<file path="config.mk">
export PLATFORM = sky130hd
export DESIGN_NAME = mirfak_wb_arbiter
export DESIGN_NICKNAME = d
export VERILOG_FILES = /design/src/rtl/mirfak_pkg.sv /design/src/rtl/mirfak_arb_timeout.sv /design/src/rtl/mirfak_wb_arbiter.sv
export SDC_FILE = /design/constraint.sdc
export NUM_CORES = 1
export LEC_CHECK = 0
export ABC_AREA = 1
export CAP_MARGIN = 10
export CORE_MARGIN = 5
export CORE_UTILIZATION = 18
export CTS_BUF_LIST = sky130_fd_sc_hd__clkbuf_4 sky130_fd_sc_hd__clkbuf_8
export CTS_CLUSTER_SIZE = 30
export DETAILED_ROUTE_END_ITERATION = 10
export HOLD_SLACK_MARGIN = 0.05
export PLACE_DENSITY = 0.85
export SYNTH_ARGS = -nofsm -noshare
export SYNTH_HDL_FRONTEND = slang
export SYNTH_HIERARCHICAL = 1
export SYNTH_SLANG_ARGS = --single-unit
</file>
<file path="constraint.sdc">
create_clock -name clk_i -period 1.3 [get_ports clk_i]
set_input_delay 0.39 -clock clk_i [delete_from_list [all_inputs] [get_ports clk_i]]
set_output_delay 0.39 -clock clk_i [all_outputs]
set_load 0.005 [all_outputs]
</file>
<file path="src/rtl/mirfak_pkg.sv">
// Shared encodings for the mirfak instruction/data Wishbone arbiter.
package mirfak_pkg;

  typedef enum logic [2:0] {
    ST_IDLE = 3'b001,
    ST_IGNT = 3'b010,
    ST_DGNT = 3'b100
  } arb_state_e;

  typedef enum logic {
    OWN_INSTR = 1'b0,
    OWN_DATA  = 1'b1
  } owner_e;

  localparam logic [3:0] SEL_ALL = 4'hF;

endpackage

</file>
<file path="src/rtl/mirfak_arb_timeout.sv">
// Bus watchdog: counts stalled owner cycles and pulses expire on the
// TIMEOUT-th consecutive stalled cycle.
module mirfak_arb_timeout #(
  parameter int TIMEOUT = 255
) (
  input  logic clk_i,
  input  logic rst_ni,
  input  logic clear_i,
  input  logic stall_i,
  output logic expire_o
);

  localparam int W = $clog2(TIMEOUT + 1);
  localparam logic [W-1:0] TERM = W'(TIMEOUT - 1);

  logic [W-1:0] cnt;

  always_ff @(posedge clk_i) begin
    if (!rst_ni) begin
      cnt <= '0;
    end else if (clear_i) begin
      cnt <= '0;
    end else if (stall_i) begin
      cnt <= cnt + W'(1);
    end
  end

  // Expire fires on the stalled cycle itself, so err reaches the owner without extra delay.
  assign expire_o = stall_i & (cnt == TERM);

endmodule

</file>
<file path="src/rtl/mirfak_wb_arbiter.sv">
// Two-master Wishbone arbiter (instruction/data) sharing one bus, registered grant.
// Optional watchdog compiled in when ARBITER_TIMEOUT_EN is defined.
module mirfak_wb_arbiter
  import mirfak_pkg::*;
#(
  parameter int TIMEOUT = 255
) (
  input  logic        clk_i,
  input  logic        rst_ni,
  input  logic [31:0] iwb_addr_i,
  input  logic        iwb_cyc_i,
  input  logic        iwb_stb_i,
  output logic        iwb_ack_o,
  output logic        iwb_err_o,
  input  logic [31:0] dwb_addr_i,
  input  logic [31:0] dwb_dat_i,
  input  logic [3:0]  dwb_sel_i,
  input  logic        dwb_we_i,
  input  logic        dwb_cyc_i,
  input  logic        dwb_stb_i,
  output logic        dwb_ack_o,
  output logic        dwb_err_o,
  output logic [31:0] wbm_addr_o,
  output logic [31:0] wbm_dat_o,
  output logic [3:0]  wbm_sel_o,
  output logic        wbm_we_o,
  output logic        wbm_cyc_o,
  output logic        wbm_stb_o,
  input  logic        wbm_ack_i,
  input  logic        wbm_err_i
);

  // state | meaning
  // IDLE  | no owner; arbitrate pending requests
  // IGNT  | instruction master owns the bus
  // DGNT  | data master owns the bus

  arb_state_e state, state_nxt;
  owner_e     last, last_nxt;
  logic       ireq, dreq, own_cyc, expire, bus_done;

  assign ireq     = iwb_cyc_i & iwb_stb_i;
  assign dreq     = dwb_cyc_i & dwb_stb_i;
  assign own_cyc  = (state == ST_IGNT) ? iwb_cyc_i :
                    (state == ST_DGNT) ? dwb_cyc_i : 1'b0;
  assign bus_done = wbm_ack_i | wbm_err_i | expire;

`ifdef ARBITER_TIMEOUT_EN
  logic own_stb, wd_stall, wd_clear;

  assign own_stb  = (state == ST_IGNT) ? iwb_stb_i :
                    (state == ST_DGNT) ? dwb_stb_i : 1'b0;
  assign wd_stall = own_cyc & own_stb & ~wbm_ack_i & ~wbm_err_i;
  assign wd_clear = (state == ST_IDLE) | ~own_cyc | wbm_ack_i | wbm_err_i;

  mirfak_arb_timeout #(
    .TIMEOUT(TIMEOUT)
  ) u_timeout (
    .clk_i   (clk_i),
    .rst_ni  (rst_ni),
    .clear_i (wd_clear),
    .stall_i (wd_stall),
    .expire_o(expire)
  );
`else
  logic unused_timeout;

  assign expire         = 1'b0;
  assign unused_timeout = (TIMEOUT > 0);
`endif

  always_ff @(posedge clk_i) begin
    if (!rst_ni) begin
      state <= ST_IDLE;
      last  <= OWN_INSTR;
    end else begin
      state <= state_nxt;
      last  <= last_nxt;
    end
  end

  always_comb begin
    wbm_addr_o = '0;
    wbm_dat_o  = '0;
    wbm_sel_o  = '0;
    wbm_we_o   = 1'b0;
    wbm_cyc_o  = 1'b0;
    wbm_stb_o  = 1'b0;
    iwb_ack_o  = 1'b0;
    iwb_err_o  = 1'b0;
    dwb_ack_o  = 1'b0;
    dwb_err_o  = 1'b0;
    state_nxt  = state;
    last_nxt   = last;

    case (state)
      ST_IDLE: begin
        if (ireq && dreq) begin
          state_nxt = (last == OWN_INSTR) ? ST_DGNT : ST_IGNT;
        end else if (ireq) begin
          state_nxt = ST_IGNT;
        end else if (dreq) begin
          state_nxt = ST_DGNT;
        end
      end
      ST_IGNT: begin
        wbm_addr_o = iwb_addr_i;
        wbm_sel_o  = SEL_ALL;
        wbm_cyc_o  = iwb_cyc_i & ~expire;
        wbm_stb_o  = iwb_stb_i & ~expire;
        // A response racing a dropped cyc belongs to an aborted fetch.
        iwb_ack_o  = iwb_cyc_i & wbm_ack_i;
        iwb_err_o  = (iwb_cyc_i & wbm_err_i) | expire;
        if (!iwb_cyc_i) begin
          state_nxt = ST_IDLE;
        end else if (bus_done) begin
          state_nxt = ST_IDLE;
          last_nxt  = OWN_INSTR;
        end
      end
      ST_DGNT: begin
        wbm_addr_o = dwb_addr_i;
        wbm_dat_o  = dwb_dat_i;
        wbm_sel_o  = dwb_sel_i;
        wbm_we_o   = dwb_we_i;
        wbm_cyc_o  = dwb_cyc_i & ~expire;
        wbm_stb_o  = dwb_stb_i & ~expire;
        dwb_ack_o  = dwb_cyc_i & wbm_ack_i;
        dwb_err_o  = (dwb_cyc_i & wbm_err_i) | expire;
        if (!dwb_cyc_i) begin
          state_nxt = ST_IDLE;
        end else if (bus_done) begin
          state_nxt = ST_IDLE;
          last_nxt  = OWN_DATA;
        end
      end
      default: state_nxt = ST_IDLE;
    endcase
  end

endmodule

</file>
## After elaboration in Yosys (flattened, before gate mapping)

Index checks and enable logic that the tools add are counted.

| storage, ports and cells | value |
|---|---|
| bits in registers | 4 |
| logic and storage cells | 43 |
| output and inout port bits | 75 |
| input port bits | 109 |

| operators by class | value |
|---|---|
| reductions and logical operators | 3 |
| bitwise gates (word level) | 7 |
| equality and inequality tests | 8 |
| muxes and demuxes | 23 |

Operators with widths:

| cell | count |
|---|---|
| $pmux W32 S2 | 1 |
| $mux W32 | 1 |
| $mux W3 | 7 |
| $mux W1 | 9 |
| $pmux W3 S3 | 1 |
| $ne A2 B2 Y1 const B | 4 |
| $pmux W4 S2 | 1 |
| $and A1 B1 Y1 | 6 |
| $pmux W1 S2 | 3 |
| $reduce_and A5 Y1 | 1 |
| $ne A4 B4 Y1 const B | 1 |
| $eq A3 B1 Y1 const B | 1 |
| $eq A3 B2 Y1 const B | 1 |
| $eq A3 B3 Y1 const B | 1 |
| $reduce_bool A2 Y1 | 1 |
| $logic_and A1 B1 Y1 | 1 |
| $or A1 B1 Y1 | 1 |

## Longest topological paths before layout

Gate-level depths: netlist (run 1).

| logic depth | value |
|---|---|
| depth in word-level cells | 5 |
| gate-level depth with buffers | 8 |

## Worst setup path before layout (run 1)

No wires, ideal clock.

| path | value |
|---|---|
| path kind | reg2out |
| start | register state[2] |
| end | output wbm_addr_o[0] |
| path slack | -0.060 ns |
| arrival time | 0.970 ns |
| cell stages (with the launch flop) | 6 |
| cells stage by stage | dfxtp_1 > nor2_2 > nand2_4 > inv_2 > buf_6 > a22o_1 |

| on the way | value |
|---|---|
| cells in the longest elaborated chain, start to end | 2 |

Ends and longest elaborated chain:

| item | line | text |
|---|---|---|
| start, declared | mirfak_wb_arbiter.sv:38 | `arb_state_e state, state_nxt;` |
| start signal, assigned | mirfak_wb_arbiter.sv:77 | `state <= state_nxt;` |
| $eq A3 B3 Y1 / $eq A3 B2 Y1 (equally long branches) | mirfak_wb_arbiter.sv:96 | `case (state)` |
| $pmux W32 S2 (*) | mirfak_wb_arbiter.sv:96 |  |
| end, declared | mirfak_wb_arbiter.sv:23 | `output logic [31:0] wbm_addr_o,` |

Mark *: on every way between the ends. The rest lies on a longest branch, timed or not.

## Worst setup path in the final report (run 1)

| path | value |
|---|---|
| start | register state[0] |
| end | output wbm_addr_o[30] |

The elaborated chain is that of the path after synthesis.

==> results of run 1 <==
## per-stage QoR
stage | hold slack, ns | util | instances | TNS [ns] | instance area, um^2
floorplan | 0.461 | - | 171 | -0.899 | 1000
global placement | 0.478 | 0.580 | 435 | -44.67 | 3020
detailed placement | 0.492 | 0.580 | 435 | -45.58 | 3020
CTS | 0.528 | 0.606 | 457 | -28.87 | 3160
global route | 0.572 | 0.654 | 462 | -34.82 | 3410
finish | 0.534 | 0.654 | 462 | -30.16 | 3410
## area by class of cell
type	instances	area, um^2	area share
inverter	46	183	0.0536
sequential	4	88.8	0.0261
clock buffer	3	41.3	0.0121
timing repair buffer	228	2100	0.616
tap	70	87.6	0.0257
multi-input combinational	111	907	0.266
## per-layer routing
metal,share of wire,track usage,vias up,routed length (um)
met5,0,0,-,0
met4,0.016,0.0468,0,123
met3,0.070,0.0523,14,529
met2,0.53,0.362,99,4010
met1,0.39,0.217,923,2930
li1,-,-,983,-
## worst max-delay path, stage by stage (launching register included)
cell	delay, ns
dfxtp_4	0.35
buf_6	0.11
nor2_4	0.04
nand2_4	0.10
inv_8	0.06
buf_12	0.13
buf_6	0.10
a22o_1	0.21
buf_2	0.12
## report_power, final
part / switching [uW] / internal, uW / total [uW]
Clock: 63.0 / 197 / 260
Sequential: 33.5 / 153 / 187
Combinational: 495 / 792 / 1290
Total: 592 / 1140 / 1730
## synthesized netlist by cell type, drive strengths merged
cell type	count
nand3	5
dfxtp	4
nand2	19
buf	10
or2	1
inv	46
nor2	48
o21bai	1
a22oi	1
a22o	33
a21oi	3
## state kept, by name (all words and copies together) (netlist names)
| signal | cells |
|---|---|
| state | 3 |
| last | 1 |
## logic make-up (layout without fill, tap and decap cells)
| group | count (synthesis) | after routing | synth area share |
|---|---|---|---|
| buf+inv | 56 | 277 | 0.272 |
| compound gates | 38 | 38 | 0.341 |
| simple gates | 73 | 73 | 0.304 |
| flops | 4 | 4 | 0.0818 |
## what timing repair did
item	in CTS	in global routing
endpoints found under the setup margin	79	78
pin swaps	15	19
gates cloned	7	2
resized for setup	350	55
buffers inserted	13	6
## worst min-delay path by stage
| stage | end | slack (ns) | depth (start not counted) |
|---|---|---|---|
| global placement | last | 0.48 | 2 |
| finish | last | 0.53 | 2 |
| floorplan | last | 0.46 | 2 |
| global route | last | 0.57 | 2 |
| CTS | last | 0.53 | 2 |
| detailed placement | last | 0.49 | 2 |
==> impl_metrics.toml, run 1 <==
[run_status]
status = "finished, violations left"
violations = "negative setup slack"

[worst_setup_path]
r2r-end = "last"
critPathLaunchType = "flop"
reg2regPathDepth = 9
r2r_setup_slack_ns = -0.08
crit_required_ns = 0.91
worstSetupStartpoint = "state[0]"
worstReg2RegStart = "state[0]"
crit_end = "wbm_addr_o[30]"
cp-end-kind = "primary output"
arrival_ns = 1.44
criticalPathCategory = "reg2out"
crit_fanout = 7

[cells_and_area]
nNetsFinal = 503
layout_commonest_cell = "clkdlybuf4s50_1"
area_growth_pct = 248
antenna_cells = 0
mostFrequentLayoutCells = "clkdlybuf4s50_1 (104), buf_2 (69), inv_1 (41)"
fillers = 458
drive_gt1_frac = 0.462

[sta]
tightest_slew_ns = 0.183
min_period_ns = 1.83
drv_slew = 0
setup_violations = 77
finClkSkew_ns = 0.000116
finalCritPeriodShare = 1.41
relSlewSlack = 0.878
worst_slack_ns = -0.533
fmax_mhz = 546
hold_violations = 0
rsz0062_at_grt = "true"

[detailed_routing]
drc = 0
dr.pass1.iters = 4
drtIter0Drc = 54
routedWlPerCell_um = 16.4
vias = 2019
ant_nets = 0
wirelength_um = 7590
vias_per_cell = 4.37

[cts]
clk_pin_slew_ns = 0.03
cts_tree = "yes"
cts_buffers = 3
clock_path_buffers = 2
cts-root-buf = "clkbuf_8"
htreeDepth = 1
cts_hold_buf = 0
insertion_delay_ns = 0.22
cts_sinks = 4

[place]
gp_congestion = 0.892
port_buffers = 183
place_hpwl_um = 5300
dp_slack_ns = -0.872

[synth]
yosys.area.top_type_share = 0.295
synth-seq-cells = 4
syn_nets = 280
synth_area_um2 = 978
ys_seq_area_frac = 0.0818
syn_inst = 171
synth_cell_types = 18
ys.warnings.count = 6
syn_avg_cell_area_um2 = 5.72
synth_top_cells_by_area = "a22o_1 (30%), nor2_1 (18%), inv_1 (17%), dfxtp_1 (8.2%), buf_6 (8.1%)"
synth_top_area_cell = "a22o_1"

[floorplanning]
num_rows = 26
core_area_mm2 = 0.00520
die_y_um = 83.7
ios = 184
dieWidth_um = 83.7
dieArea_mm2 = 0.00701
start_util = 0.188

[global_route]
grtUsageTotal = 0.194
grt_overflow = 0
first_global_vias = 2048
grt_max_degree = 14
antenna_found_initial = 0
grt_pass1_wl_um = 11100

[power]
p_leak_uw = 0.00178
p_total_uw = 1730
ir_drop_uv = 370
power_density_mw_per_mm2 = 509

[worst_hold_path]
min_path_type = "reg2reg"
worstHoldStart = "last"

[job]
maxCapViolations = 0
Power figures use the tool's default switching activity.
==> run 2: changes to the inputs <==
--- a/config.mk
+++ b/config.mk
@@ -18,3 +18,4 @@
 export SYNTH_HDL_FRONTEND = slang
 export SYNTH_HIERARCHICAL = 1
 export SYNTH_SLANG_ARGS = --single-unit
+export TNS_END_PERCENT = 100
==> constraint.sdc (replaced) <==
create_clock -name clk_i -period 1.3 [get_ports clk_i]
set_input_delay 0.39 -clock clk_i [delete_from_list [all_inputs] [get_ports clk_i]]
set_output_delay 0.39 -clock clk_i [all_outputs]
set_load 0.01 [all_outputs]
==> impl_metrics.toml, run 2 (same netlist as run 1, synthesis figures left out) <==
[run_status]
status = "finished, violations left"
violations = "negative setup slack"

[cells_and_area]
postLayoutCellArea_mm2 = 0.00369
nNetsFinal = 509
reg.largest.list = "state: 3 flops, last: 1 flops"
fillers = 418
layout_commonest_cell = "clkdlybuf4s50_1"
multi_input_area_um2 = 956
fin_util = 0.709
drive_gt1_frac = 0.485
seqCellArea_um2 = 91.3
mostFrequentLayoutCells = "clkdlybuf4s50_1 (104), buf_6 (57), nor2_4 (39), inv_1 (39), buf_2 (35)"
largest_reg_flops = 3
area_growth_pct = 277
antenna_cells = 0
largest-register = "state"

[worst_setup_path]
crit_buf_inv = 4
criticalPathCategory = "reg2out"
arrival_ns = 1.44
worstSetupStartpoint = "state[0]"
critPathLaunchType = "flop"
crit_slowest_cell = "dfxtp_4"
critPathMaxStageDelay_ns = 0.37
cp-end-kind = "primary output"
crit_chain = "nor2_4 -> nand2_4 -> inv_8 -> buf_12 -> buf_6 -> a22o_1 -> buf_2"
critical_path.top_delay_family = "buffers and inverters"
crit_fanout = 5
crit_required_ns = 0.91
worstReg2RegStart = "state[1]"

[job]
maxCapViolations = 0

[global_route]
grt_overflow = 0
grtUsageTotal = 0.203
grt_pass1_wl_um = 11500
antenna_found_initial = 0
first_global_vias = 2064
grt_max_degree = 22

[cts]
cts-root-buf = "clkbuf_8"
htreeDepth = 1
cts_hold_buf = 0
cts_sinks = 4
cts_tree = "yes"
insertion_delay_ns = 0.22
clock_path_buffers = 2
cts_buffers = 3
clk_pin_slew_ns = 0.03

[sta]
finClkSkew_ns = 0.00343
rsz0062_at_grt = "true"
worst_slack_ns = -0.529
hold_violations = 0
fmax_mhz = 547
finalCritPeriodShare = 1.41
whs_ns = 0.503
tightest_slew_ns = 0.186
setup_violations = 77
drv_slew = 0
min_period_ns = 1.83
relSlewSlack = 0.876
tns_ns = -32.50

[floorplanning]
start_util = 0.188
core_area_mm2 = 0.00520
dieArea_mm2 = 0.00701
num_rows = 26
die_y_um = 83.7
dieWidth_um = 83.7
ios = 184

[power]
p_seq_frac = 0.106
swShare = 0.359
internal_power_uw = 1160
p_switching_uw = 651
ir_drop_uv = 404
p_leak_uw = 0.00182
power_density_mw_per_mm2 = 491
pwr-share-clk = 0.145
combPwrFrac = 0.748

[detailed_routing]
vias_per_cell = 4.38
dr.pass1.iters = 4
drtIter0Drc = 29
vias = 2048
routedWlPerCell_um = 16.7
drc = 0
wirelength_um = 7820
ant_nets = 0

[place]
gp_congestion = 0.846
place_hpwl_um = 5670
port_buffers = 183
place_area_mm2 = 0.00331

[worst_hold_path]
worstHoldStart = "last"
min_path_type = "reg2reg"
==> run 2: changes by cell type in the layout (fill, tap and decap cells not counted), sizes merged <==
cell,before,now
clkdlybuf4s15,3,0
buf,114,124
bufbuf,1,0
==> run 2: metal layers <==
metal / GRT usage / vias to the layer above / routed length, um
met4: 0.0395 / 0 / 174
met2: 0.401 / 95 / 4430
met3: 0.0523 / 17 / 547
met5: 0 / - / 0
li1: - / 996 / -
met1: 0.214 / 940 / 2670
==> run 2: what timing repair did <==
| item | in CTS | in global routing |
|---|---|---|
| gates resized for setup | 358 | 37 |
| pin swaps | 11 | 30 |
| cloned | 2 | 3 |
| setup endpoints to repair | 79 | 78 |
| buffers inserted | 17 | 5 |
==> run 2: worst paths after layout <==
| kind | to | slack [ns] | cells past startpoint |
|---|---|---|---|
| worst max-delay path | wbm_addr_o[30] | -0.53 | 7 |
| worst min-delay path | last | 0.50 | 2 |
| worst max register to register | state[0] | -0.08 | 8 |
| worst min register to register | last | 0.50 | 2 |
==> run 2: power by group through the flow <==
stage	Clock (uW)	Sequential, uW	Combinational, uW
after detailed placement	0	192	1150
after global placement	0	191	1130
after global routing	275	196	1440
after CTS	268	191	1270
final	263	193	1360
after floorplan	0	187	479
==> run 2: area by class of cell <==
class | instances | share of cell area
Clock buffer | 3 | 0.0112
Multi-Input combinational cell | 111 | 0.259
Timing Repair Buffer | 234 | 0.630
Sequential cell | 4 | 0.0248
Inverter | 46 | 0.0509
Tap cell | 70 | 0.0237
==> run 2: through the flow <==
| step | setup WS [ns] | power [uW] | cells |
|---|---|---|---|
| 3_3_place_gp | -0.851 | 1320 | 439 |
| 3_5_place_dp | -0.882 | 1340 | 439 |
| 2_1_floorplan | -0.0505 | 666 | 171 |
| 4_1_cts | -0.565 | 1730 | 461 |
| 5_1_grt | -0.581 | 1920 | 468 |
| 6_report | -0.529 | 1810 | 468 |
==> run 2: worst register-to-register path, stage by stage (launching register included) <==
cell and delay (ns):
dfxtp_4 0.35, nor2_4 0.13, nand2_4 0.13, buf_6 0.15, buf_4 0.14, a21oi_4 0.20, buf_6 0.12, nor2_1 0.04
nand2_1 0.05
==> run 3: changes to the inputs <==
--- a/config.mk
+++ b/config.mk
@@ -8,12 +8,12 @@
 export ABC_AREA = 1
 export CAP_MARGIN = 10
 export CORE_MARGIN = 5
-export CORE_UTILIZATION = 18
+export CORE_UTILIZATION = 22
 export CTS_BUF_LIST = sky130_fd_sc_hd__clkbuf_4 sky130_fd_sc_hd__clkbuf_8
 export CTS_CLUSTER_SIZE = 30
 export DETAILED_ROUTE_END_ITERATION = 10
 export HOLD_SLACK_MARGIN = 0.05
-export PLACE_DENSITY = 0.85
+export PLACE_DENSITY = 0.95
 export SYNTH_ARGS = -nofsm -noshare
 export SYNTH_HDL_FRONTEND = slang
 export SYNTH_HIERARCHICAL = 1
==> constraint.sdc (replaced) <==
create_clock -name clk_i -period 2.25 [get_ports clk_i]
set_input_delay 0.675 -clock clk_i [delete_from_list [all_inputs] [get_ports clk_i]]
set_output_delay 0.675 -clock clk_i [all_outputs]
set_load 0.01 [all_outputs]
==> impl_metrics.toml, run 3 (same netlist as run 1, synthesis figures left out) <==
[worst_setup_path]
crit_fanout = 1
crit_slowest_cell = "clkdlybuf4s50_1"
worstSetupStartpoint = "iwb_addr_i[23]"
crit_required_ns = 1.57
criticalPathCategory = "in2out"
arrival_ns = 1.56
critical_path.top_delay_family = "buffers and inverters"
critPathMaxStageDelay_ns = 0.41
r2r_setup_slack_ns = 0.97
worstReg2RegStart = "state[1]"
crit_chain = "clkdlybuf4s50_1 -> a22o_1 -> clkdlybuf4s15_1"
cp-end-kind = "primary output"
crit_buf_inv = 2
critPathLaunchType = "primary input"
reg2regPathDepth = 7
r2r-end = "last"

[cts]
cts_buffers = 3
cts_tree = "yes"
cts-root-buf = "clkbuf_8"
cts_sinks = 4
clock_path_buffers = 2
cts_hold_buf = 0
htreeDepth = 1
insertion_delay_ns = 0.22
clk_pin_slew_ns = 0.03

[job]
maxCapViolations = 0

[place]
gp_congestion = 0.830
dp_slack_ns = -0.563
port_buffers = 183
place_hpwl_um = 5450
place_area_mm2 = 0.00290

[cells_and_area]
multi_input_area_um2 = 647
drive_gt1_frac = 0.142
layout_commonest_cell = "clkdlybuf4s50_1"
antenna_cells = 0
postLayoutCellArea_mm2 = 0.00285
reg.largest.list = "state: 3 flops, last: 1 flops"
fin_util = 0.658
nNetsFinal = 469
fillers = 367
largest_reg_flops = 3
area_growth_pct = 191
mostFrequentLayoutCells = "clkdlybuf4s50_1 (106), nor2_1 (44), inv_1 (40), clkdlybuf4s15_1 (40), a22o_1 (33)"
largest-register = "state"
seqCellArea_um2 = 80.1

[sta]
hold_violations = 0
tns_ns = 0
setup_violations = 0
rsz0062_at_grt = "false"
whs_ns = 0.494
min_period_ns = 2.24
tightest_slew_ns = 0.308
relSlewSlack = 0.794
finalCritPeriodShare = 0.995
drv_slew = 0
finClkSkew_ns = 0.00193
worst_slack_ns = 0.0111
fmax_mhz = 447

[floorplanning]
start_util = 0.226
dieArea_mm2 = 0.00588
die_y_um = 76.7
core_area_mm2 = 0.00432
dieWidth_um = 76.7
num_rows = 24
ios = 184

[global_route]
antenna_found_initial = 0
first_global_vias = 1803
grtUsageTotal = 0.203
grt_overflow = 0
grt_pass1_wl_um = 9830
grt_max_degree = 37

[power]
combPwrFrac = 0.675
p_leak_uw = 0.00148
pwr-share-clk = 0.198
internal_power_uw = 515
power_density_mw_per_mm2 = 274
swShare = 0.340
p_switching_uw = 265
p_seq_frac = 0.127
ir_drop_uv = 253

[detailed_routing]
vias = 1805
vias_per_cell = 4.40
dr.pass1.iters = 4
routedWlPerCell_um = 15.3
ant_nets = 0
wirelength_um = 6260
drc = 0
drtIter0Drc = 84

[worst_hold_path]
worstHoldStart = "last"
hold_depth = 2
min_path_type = "reg2reg"
hold_end = "last"

[run_status]
status = "finished clean"
-- run 3: changes by cell type in the layout (fill, tap and decap cells not counted), moves of 15 or more --
| cell | before | now |
|---|---|---|
| nor2_1 | 7 | 44 |
| clkbuf_2 | 0 | 16 |
| clkdlybuf4s15_1 | 0 | 40 |
| buf_4 | 22 | 7 |
| buf_6 | 57 | 1 |
| nor2_4 | 39 | 2 |
| buf_2 | 35 | 4 |
-- run 3: metrics by stage --
step | std cells | total power [uW]
after CTS | 410 | 787
after global placement | 407 | 651
after detailed placement | 407 | 664
after global routing | 410 | 839
after floorplan | 171 | 307
final | 410 | 780
-- run 3: worst max path at each step --
stage                           endpoint  slack (ns)  cells after the start
after floorplan                dwb_ack_o        0.52                      4
after global placement         dwb_ack_o       -0.56                      6
after detailed placement       dwb_ack_o       -0.56                      6
after CTS                 wbm_addr_o[20]      0.0004                      3
after global routing      wbm_addr_o[26]      0.0003                      3
final                     wbm_addr_o[23]        0.01                      3
-- run 3: routing by layer --
layer / wire, um / GRT usage
met3: 411 / 0.0422
met4: 80 / 0.0367
met5: 0 / 0
met1: 2300 / 0.218
met2: 3470 / 0.400
-- run 3: worst reg2reg max path: cells and delay by family, from the launching register on --
family / cells / cell delay, ns
compound gates: 1 / 0.20
buf+inv: 1 / 0.21
simple gates: 5 / 0.41
flops: 1 / 0.34
-- run 3: cell type report --
type,count,area share
repair buffers,194,0.646
multi-input cells,111,0.227
inverters,46,0.0607
flip-flops and latches,4,0.0281
well taps,52,0.0229
clock buffers,3,0.0145
-- run 3: repair_timing --
| action | in CTS | in global routing |
|---|---|---|
| endpoints found under the hold margin | 0 | 0 |
| resized for setup | 129 | 45 |
| setup endpoints to repair | 75 | 45 |
| cloned | 0 | 0 |
| pin swaps | 2 | 1 |
| setup buffers | 0 | 0 |
-- run 3: power groups by stage --
stage / Clock, uW / Combinational, uW / Sequential, uW
6_report: 154 / 527 / 99.2
5_1_grt: 167 / 571 / 101
4_1_cts: 159 / 528 / 99.2
3_5_place_dp: 0 / 564 / 100
3_3_place_gp: 0 / 552 / 99.0
2_1_floorplan: 0 / 209 / 98.3
